$ cat config.mk
export PLATFORM = sky130hd
export DESIGN_NAME = execute_muldiv
export DESIGN_NICKNAME = d
export VERILOG_FILES = /design/src/rtl/execute_muldiv.sv
export SDC_FILE = /design/constraint.sdc
export NUM_CORES = 1
export LEC_CHECK = 0
export ABC_AREA = 1
export CAP_MARGIN = 20
export CORE_ASPECT_RATIO = 1.75
export CORE_UTILIZATION = 40
export CTS_CLUSTER_SIZE = 24
export DETAILED_ROUTE_END_ITERATION = 10
export GPL_TIMING_DRIVEN = 0
export PLACE_DENSITY = 0.6
export SKIP_LAST_GASP = 1
export SLEW_MARGIN = 30
export SYNTH_ARGS = -nofsm -noshare
export SYNTH_HDL_FRONTEND = slang
export SYNTH_SLANG_ARGS = --single-unit
$ cat constraint.sdc
create_clock -name clk -period 3.85 [get_ports clk]
set_clock_uncertainty 0.15 [all_clocks]
set_input_delay 0.77 -clock clk [delete_from_list [all_inputs] [get_ports clk]]
set_output_delay 0.77 -clock clk [all_outputs]
set_load 0.03 [all_outputs]
$ cat src/rtl/execute_muldiv.sv
// execute_muldiv: iterative HI/LO multiply/divide unit, one bit per cycle.
// Build option MULDIV_MADD_EN adds MADD/MADDU/MSUB/MSUBU accumulate ops.
module execute_muldiv #(
  parameter int WIDTH = 32
) (
  input  logic             clk,
  input  logic             resetn,
  input  logic             valid_in,
  output logic             ready,
  input  logic [3:0]       op,
  input  logic [WIDTH-1:0] a,
  input  logic [WIDTH-1:0] b,
  input  logic             flush,
  output logic             done,
  output logic [WIDTH-1:0] hi,
  output logic [WIDTH-1:0] lo
);

  localparam int CW = $clog2(WIDTH);
  localparam int W2 = 2 * WIDTH;

  localparam logic [3:0] OP_MULT  = 4'd0;
  localparam logic [3:0] OP_DIV   = 4'd2;
  localparam logic [3:0] OP_DIVU  = 4'd3;
  localparam logic [3:0] OP_MTHI  = 4'd4;
  localparam logic [3:0] OP_MTLO  = 4'd5;
`ifdef MULDIV_MADD_EN
  localparam logic [3:0] OP_MADD  = 4'd6;
  localparam logic [3:0] OP_MADDU = 4'd7;
  localparam logic [3:0] OP_MSUB  = 4'd8;
  localparam logic [3:0] OP_MSUBU = 4'd9;
`endif

  // IDLE accept | RUN iterate WIDTH cycles | FIX sign-correct + write | DONE pulse
  typedef enum logic [1:0] {IDLE, RUN, FIX, DONE} state_t;

  state_t            state, state_nxt;
  logic [CW-1:0]     cnt;
  logic [W2-1:0]     p;
  logic [WIDTH-1:0]  b_mag;
  logic [WIDTH-1:0]  a_r;
  logic [3:0]        op_r;
  logic              neg_a, neg_b;

  logic              multi_op, accept, start, mt_wr;
  logic              sgn_in, a_neg_in, b_neg_in;
  logic [WIDTH-1:0]  a_mag_in, b_mag_in;
  logic              is_div_r;
  logic [WIDTH:0]    mul_sum, div_shift, div_diff;
  logic [W2-1:0]     step_nxt;
  logic [WIDTH-1:0]  q_mag, r_mag, quo, rem;
  logic [W2-1:0]     prod_fix, res;

  always_comb begin
    multi_op = (op <= OP_DIVU);
`ifdef MULDIV_MADD_EN
    if (op >= OP_MADD && op <= OP_MSUBU) multi_op = 1'b1;
`endif
  end

  assign ready  = (state == IDLE);
  assign done   = (state == DONE);
  assign accept = valid_in && ready && !flush;
  assign start  = accept && multi_op;
  assign mt_wr  = accept && (op == OP_MTHI || op == OP_MTLO);

  // Signed ops are exactly the even opcodes among the multi-cycle ones
  assign sgn_in   = ~op[0];
  assign a_neg_in = sgn_in & a[WIDTH-1];
  assign b_neg_in = sgn_in & b[WIDTH-1];
  assign a_mag_in = a_neg_in ? -a : a;
  assign b_mag_in = b_neg_in ? -b : b;

  assign is_div_r = (op_r == OP_DIV) || (op_r == OP_DIVU);

  always_comb begin
    mul_sum   = {1'b0, p[W2-1:WIDTH]} + (p[0] ? {1'b0, b_mag} : '0);
    div_shift = p[W2-1:WIDTH-1];
    div_diff  = div_shift - {1'b0, b_mag};
    if (is_div_r) begin
      if (!div_diff[WIDTH]) step_nxt = {div_diff[WIDTH-1:0], p[WIDTH-2:0], 1'b1};
      else                  step_nxt = {div_shift[WIDTH-1:0], p[WIDTH-2:0], 1'b0};
    end else begin
      step_nxt = {mul_sum, p[WIDTH-1:1]};
    end
  end

  always_comb begin
    q_mag    = p[WIDTH-1:0];
    r_mag    = p[W2-1:WIDTH];
    prod_fix = (neg_a ^ neg_b) ? -p : p;
    quo      = (neg_a ^ neg_b) ? -q_mag : q_mag;
    rem      = neg_a ? -r_mag : r_mag;
    if (is_div_r) begin
      if (b_mag == '0) res = {a_r, {WIDTH{1'b1}}};
      else             res = {rem, quo};
    end else begin
      res = prod_fix;
`ifdef MULDIV_MADD_EN
      if (op_r == OP_MADD || op_r == OP_MADDU)      res = {hi, lo} + prod_fix;
      else if (op_r == OP_MSUB || op_r == OP_MSUBU) res = {hi, lo} - prod_fix;
`endif
    end
  end

  always_comb begin
    state_nxt = state;
    case (state)
      IDLE:    if (start) state_nxt = RUN;
      RUN:     if (cnt == '0) state_nxt = FIX;
      FIX:     state_nxt = DONE;
      DONE:    state_nxt = IDLE;
      default: state_nxt = IDLE;
    endcase
    if (flush) state_nxt = IDLE;
  end

  always_ff @(posedge clk or negedge resetn) begin
    if (!resetn) state <= IDLE;
    else         state <= state_nxt;
  end

  always_ff @(posedge clk or negedge resetn) begin
    if (!resetn) begin
      cnt   <= '0;
      p     <= '0;
      b_mag <= '0;
      a_r   <= '0;
      op_r  <= OP_MULT;
      neg_a <= 1'b0;
      neg_b <= 1'b0;
      hi    <= '0;
      lo    <= '0;
    end else begin
      if (start) begin
        cnt   <= CW'(WIDTH - 1);
        p     <= {{WIDTH{1'b0}}, a_mag_in};
        b_mag <= b_mag_in;
        a_r   <= a;
        op_r  <= op;
        neg_a <= a_neg_in;
        neg_b <= b_neg_in;
      end else if (state == RUN) begin
        if (cnt != '0) cnt <= cnt - CW'(1);
        p <= step_nxt;
      end
      if (mt_wr) begin
        if (op == OP_MTHI) hi <= a;
        else               lo <= a;
      end
      if (state == FIX && !flush) begin
        hi <= res[W2-1:WIDTH];
        lo <= res[WIDTH-1:0];
      end
    end
  end

endmodule

==> results_dict.tcl, run 1 <==
set metrics [dict create \
    drive_above_1_share 0.03864 \
    synth_area_leaders "dfrtp_1 (26%), nand2_1 (22%), inv_1 (9.2%)" \
    status "complete, no violations" \
    max_freq_mhz 264.1 \
    grt_start_max_net_pins 81 \
    path_max_fanout 8 \
    p_per_area_nw_per_um2 1014 \
    synth_top_area_share 0.2599 \
    yosysWarnings 0 \
    design.core.area_um2 48600 \
    fin_crit_sh 0.9836 \
    synth-seq-area-share 0.2599 \
    die_y_um 295.1 \
    setup.worst_path.end_class "flop" \
    synthArstFlopShare 1.000 \
    port_buffers 137 \
    peakVddDrop_v 0.0005983 \
    yosysTopAreaCell "dfrtp_1" \
    dpl.hpwl_um 89840 \
    grt_use_total 0.4543 \
    fin_nets 3654 \
    clk_latency_ps 570 \
    layout_setup_ws_ps 63.17 \
    wl_per_cell_um 26.78 \
    ys_ff_latch 204 \
    firstDrtPassIters 6 \
    arrival_ps 4100 \
    syn-cell-area_um2 19640 \
    holdWs_ps 30.43 \
    drc_errors 0 \
    syn_area_per_cell_um2 5.880 \
    vias_per_cell 5.673 \
    cp.required_ps 4170 \
    clock_tree.buffer_depth 3 \
    grt_pass1_wl_um 160900 \
    dieWidth_um 169.5 \
    crit_type "input port to flop" \
    max_cap_viol_count 0 \
    synth_flop_cell "dfrtp_1" \
    cts-buffers-inserted 24 \
    cts_max_level 1 \
    finalSetupViolations 0 \
    finalHoldViolCount 0 \
    synth_cell_types 48 \
    pre_cts_ws_ps -397.0 \
    slew_headroom 0.2237 \
    start_util 0.4041 \
    hold_path_class "input port to async pin" \
    cts_root_buf "clkbuf_16" \
    rrSetupSlack_ps 130 \
    overflow 0 \
    antenna_left 0 \
    report.final.slew_viol_count 0 \
    cellLeakagePower_nw 11.71 \
    syn_inst 3340 \
    wl_um 111800 \
    rsz0062_at_grt "false" \
    area_growth_pct 15.81 \
    min_period_ps 3787 \
    cts.sinks 204 \
    gp_congestion 1.108 \
    dieArea_um2 50030 \
    grt_pass1_vias 23650 \
    clkTransAtPathRegs_ps 60 \
    tightest_slew_ps 1165 \
    synth_nets 3488 \
    io-pin-count 138 \
    rows 107 \
    critPathLaunchType "input port" \
    drt_iter0_markers 2119 \
    antenna_found_initial 1 \
    cts_tree "done" \
    num_vias 23680 \
    synth_edf_count 0 \
]
[critical path: stages]
cell and delay, ps:
clkdlybuf4s50_1 580, inv_1 110, nor2_2 740, inv_1 550, nor2_2 400, inv_1 420
nor2_1 190, a21oi_1 80, nand2_1 70, nand2_1 50, o21ai_0 90
[routing by layer]
layer,part of all wire,vias to the layer above,GRT usage
met3,0.070,597,0.1137
met1,0.31,10930,0.4090
met4,0.14,0,0.5274
li1,-,10990,-
met2,0.48,1168,0.7767
met5,0,-,0.002964
[area by class of cell]
type                            instances  area [um^2]
Clock inverter                         10        130.1
Antenna cell                            1        2.502
Sequential cell                       204         5106
Tap cell                              654        818.3
Fill cell                            5584        25850
Multi-Input combinational cell       2532        12240
Clock buffer                           30        664.4
Buffer                                114        506.7
Inverter                              490         1843
Timing Repair Buffer                  140         1439
[power breakdown]
group | internal, W | switching, W
logic | 0.00478 | 0.0112
clock network | 0.00137 | 0.00109
registers | 0.00315 | 0.00150
total | 0.00930 | 0.0138
[what timing repair did]
action | 4_1_cts | 5_1_grt
hold buffers | 0 | 0
buffers inserted | 0 | 1
endpoints found under the setup margin | 10 | 28
resized for setup | 4 | 8
[Yosys cell counts, types with 2 or more instances]
cell / count
nor3_1: 27
o21ai_0: 226
ha_1: 74
o211ai_1: 42
fa_1: 2
buf_1: 20
nand2_2: 9
a31oi_1: 15
o21ai_1: 12
o21bai_1: 11
a221oi_1: 3
buf_6: 5
a21oi_1: 104
o21a_1: 3
or2_2: 17
a22oi_1: 6
xor2_1: 70
nor4_1: 20
inv_1: 480
nand3b_1: 10
o31ai_1: 2
nand3_1: 322
nor3_2: 3
buf_2: 20
and2_1: 6
nor2_2: 10
dfrtp_1: 204
nand2_1: 1143
inv_2: 9
nand4_1: 52
nor2_1: 303
clkbuf_1: 68
a21o_1: 2
xnor2_1: 19
o22ai_1: 8
[state kept, by name, indices dropped and copies added (netlist names)]
register / flops
a_r: 32
b_mag: 32
cnt: 5
hi: 32
lo: 32
neg_a: 1
neg_b: 1
op_r: 3
p: 64
state: 2
[cells by family after synthesis]
kind of cell               count (synthesis)  synth area share
AOI/OAI and AO/OA                        441            0.1240
buffers and inverters                    604            0.1187
adders and majority gates                 76           0.04918
DFF                                      204            0.2599
and+or+nand+nor                         1926            0.4085
xor gates and xnor gates                  89           0.03969
[worst paths after layout]
kind                       cells past startpoint         to  startpoint
min reg2reg                                    2     a_r[5]      a_r[5]
max                                           11      p[23]       a[31]
max reg2reg                                   15      p[59]        p[0]
max in group asynchronous                      2  b_mag[13]      resetn
min in group clk                               2     a_r[5]      a_r[5]
min                                            1     hi[23]      resetn
[placed cells by master (no fill, tap or decap), types with 70 or more instances in the layout]
cell type and instances:
a21oi_1 104, ha_1 74, nor2_1 299, xor2_1 70
clkdlybuf4s50_1 136, nand2_1 1143, nand3_1 322, o21ai_0 221
dfrtp_1 203, inv_1 479
[metrics by stage]
step	cells	TNS (ps)	power [W]	instance area (um^2)	util
4_1_cts	4173	0	0.02241	22700	0.4670
2_1_floorplan	3340	0	0.01372	19640	-
3_3_place_gp	4131	-1547730	0.01985	21830	0.4492
6_report	4175	0	0.02308	22750	0.4680
5_1_grt	4174	0	0.02450	22740	0.4680
3_5_place_dp	4133	-2810	0.01990	21900	0.4507
Power figures use the tool's default switching activity.
==> inputs of run 2 (changes only) <==
- CAP_MARGIN: 20 -> 15
- CTS_CLUSTER_SIZE: 24 -> 14
==> results of run 2 <==
The final DEF is identical to that of run 1; final timing and power are the same.
==> inputs of run 3 (changes only) <==
- CORE_MARGIN: unset -> 3
- MAX_ROUTING_LAYER: unset -> met4
==> results_dict.tcl, run 3 (same netlist as run 1, synthesis figures left out) <==
set metrics [dict create \
    dieArea_um2 51900 \
    setup.worst_path.end_class "flop" \
    grt_start_max_net_pins 79 \
    arrival_ps 4230 \
    tns_ps -142.2 \
    r2r_start "p[32]" \
    crit_path_max_incr_delay_ps 560 \
    vias_per_cell 5.745 \
    dieWidth_um 173.5 \
    clock_tree.buffer_depth 3 \
    combPwrFrac 0.696 \
    largest_register_ffs 64 \
    cts_max_level 1 \
    layout_setup_ws_ps -96.42 \
    dpl.hpwl_um 92370 \
    violations "hold timing, setup timing" \
    rsz0062_at_grt "true" \
    finalSetupViolations 2 \
    fin_total_pwr_w 0.02284 \
    die_y_um 299.1 \
    drt_iter0_markers 2044 \
    cts_tree "done" \
    clkPwrFrac 0.100 \
    max_freq_mhz 253.4 \
    drive_above_1_share 0.03948 \
    antenna_found_initial 6 \
    startpoint "p[32]" \
    slowest_stage "dfrtp_2" \
    slew_headroom 0.2411 \
    holdWs_ps -25.29 \
    peakVddDrop_v 0.0005434 \
    layout_commonest_cell "nand2_1" \
    switchingPower_w 0.01367 \
    cp_common_cell "nand2_1" \
    post_cts_buffers 0 \
    report.final.slew_viol_count 0 \
    antenna_left 0 \
    clk_latency_ps 560 \
    finalHoldViolCount 10 \
    cts_root_buf "clkbuf_16" \
    grt_use_total 0.4345 \
    wl_um 112200 \
    cts.sinks 204 \
    gp_congestion 1.135 \
    path_max_fanout 9 \
    grt_pass1_vias 24130 \
    crit_type "flop to flop" \
    max_cap_viol_count 0 \
    hold_path_class "input port to async pin" \
    p_per_area_nw_per_um2 1006 \
    critPathLaunchType "flop" \
    cts-buffers-inserted 23 \
    rows 106 \
    min_period_ps 3946 \
    swShare 0.5983 \
    tightest_slew_ps 1138 \
    cp.required_ps 4140 \
    fin_nets 3653 \
    grt_pass1_wl_um 159300 \
    top_register "p" \
    seqPwrFrac 0.203 \
    firstDrtPassIters 9 \
    dp.cells 4128 \
    status "complete, but fails checks" \
    fin_crit_sh 1.025 \
    final_cell_mix "nand2_1 (1142), inv_1 (480), nand3_1 (322)" \
    stdcell_count 4177 \
    wl_per_cell_um 26.87 \
    design.core.area_um2 48140 \
    port_buffers 137 \
    cp_cell_sequence "inv_1 -> ha_1 -> inv_1 -> nor2_2 -> nand2_1 -> o21ai_0 -> xor2_1 -> nand2_1 -> nand2_1 -> nand2_1 -> nand2_1 -> nand2_1" \
    start_util 0.4079 \
    drc_errors 0 \
    clkTransAtPathRegs_ps 70 \
    cellLeakagePower_nw 11.69 \
    power.internal_w 0.009176 \
    pre_cts_ws_ps -498.7 \
    num_vias 24000 \
    io-pin-count 138 \
    area_growth_pct 15.63 \
    overflow 0 \
]
## run 3: area by class of cell
cell class / instances / area [um^2]
Clock inverter: 12 / 105.1
Clock buffer: 29 / 628.1
Fill cell: 5258 / 25430
Inverter: 490 / 1839
Timing Repair Buffer: 141 / 1454
Multi-Input combinational cell: 2532 / 12240
Antenna cell: 8 / 20.02
Buffer: 113 / 503.0
Sequential cell: 204 / 5107
Tap cell: 648 / 810.8
## run 3: worst max-delay path: cells and delay by family (launching register included)
| family | cells | cell delay [ps] |
|---|---|---|
| fa+ha+maj | 1 | 550 |
| xor+xnor | 1 | 310 |
| compound gates | 1 | 480 |
| simple gates | 7 | 1020 |
| flops | 1 | 560 |
| buf+inv | 2 | 710 |
## run 3: path summary, 6_finish.rpt
kind	to	slack, ps	cells after the start
hold reg to reg	a_r[15]	350	2
hold / removal	p[35]	-30	1
min in group clk	a_r[15]	350	2
setup reg to reg	hi[24]	-100	12
max in group asynchronous	p[31]	2750	2
setup / recovery	hi[24]	-100	12
## run 3: stage by stage
stage / instance area, um^2 / utilization
detailed placement: 21910 / 0.4550
global placement: 21820 / 0.4533
CTS: 22650 / 0.4705
finish: 22710 / 0.4717
floorplan: 19640 / -
global route: 22700 / 0.4716
## run 3: repair_timing
| action | in CTS | in global routing |
|---|---|---|
| endpoints found under the hold margin | 0 | 0 |
| endpoints found under the setup margin | 41 | 44 |
| gates resized for setup | 7 | 7 |
| hold buffers | 0 | 0 |
## run 3: metal layers
layer,routed length [um],part of all wire,vias to the layer above,track usage
met4,17420,0.16,0,0.5155
li1,-,-,10980,-
met1,32820,0.29,10990,0.3679
met2,54580,0.49,1355,0.7346
met3,7411,0.066,674,0.08289
met5,0,0,-,-
## run 3: power groups by stage
| stage | Combinational, W | Clock [W] | Sequential, W |
|---|---|---|---|
| 6_report | 0.0159 | 0.00230 | 0.00464 |
| 5_1_grt | 0.0172 | 0.00236 | 0.00468 |
| 4_1_cts | 0.0155 | 0.00228 | 0.00455 |
| 3_5_place_dp | 0.0154 | 0 | 0.00457 |
| 3_3_place_gp | 0.0153 | 0 | 0.00453 |
| 2_1_floorplan | 0.00923 | 0 | 0.00450 |
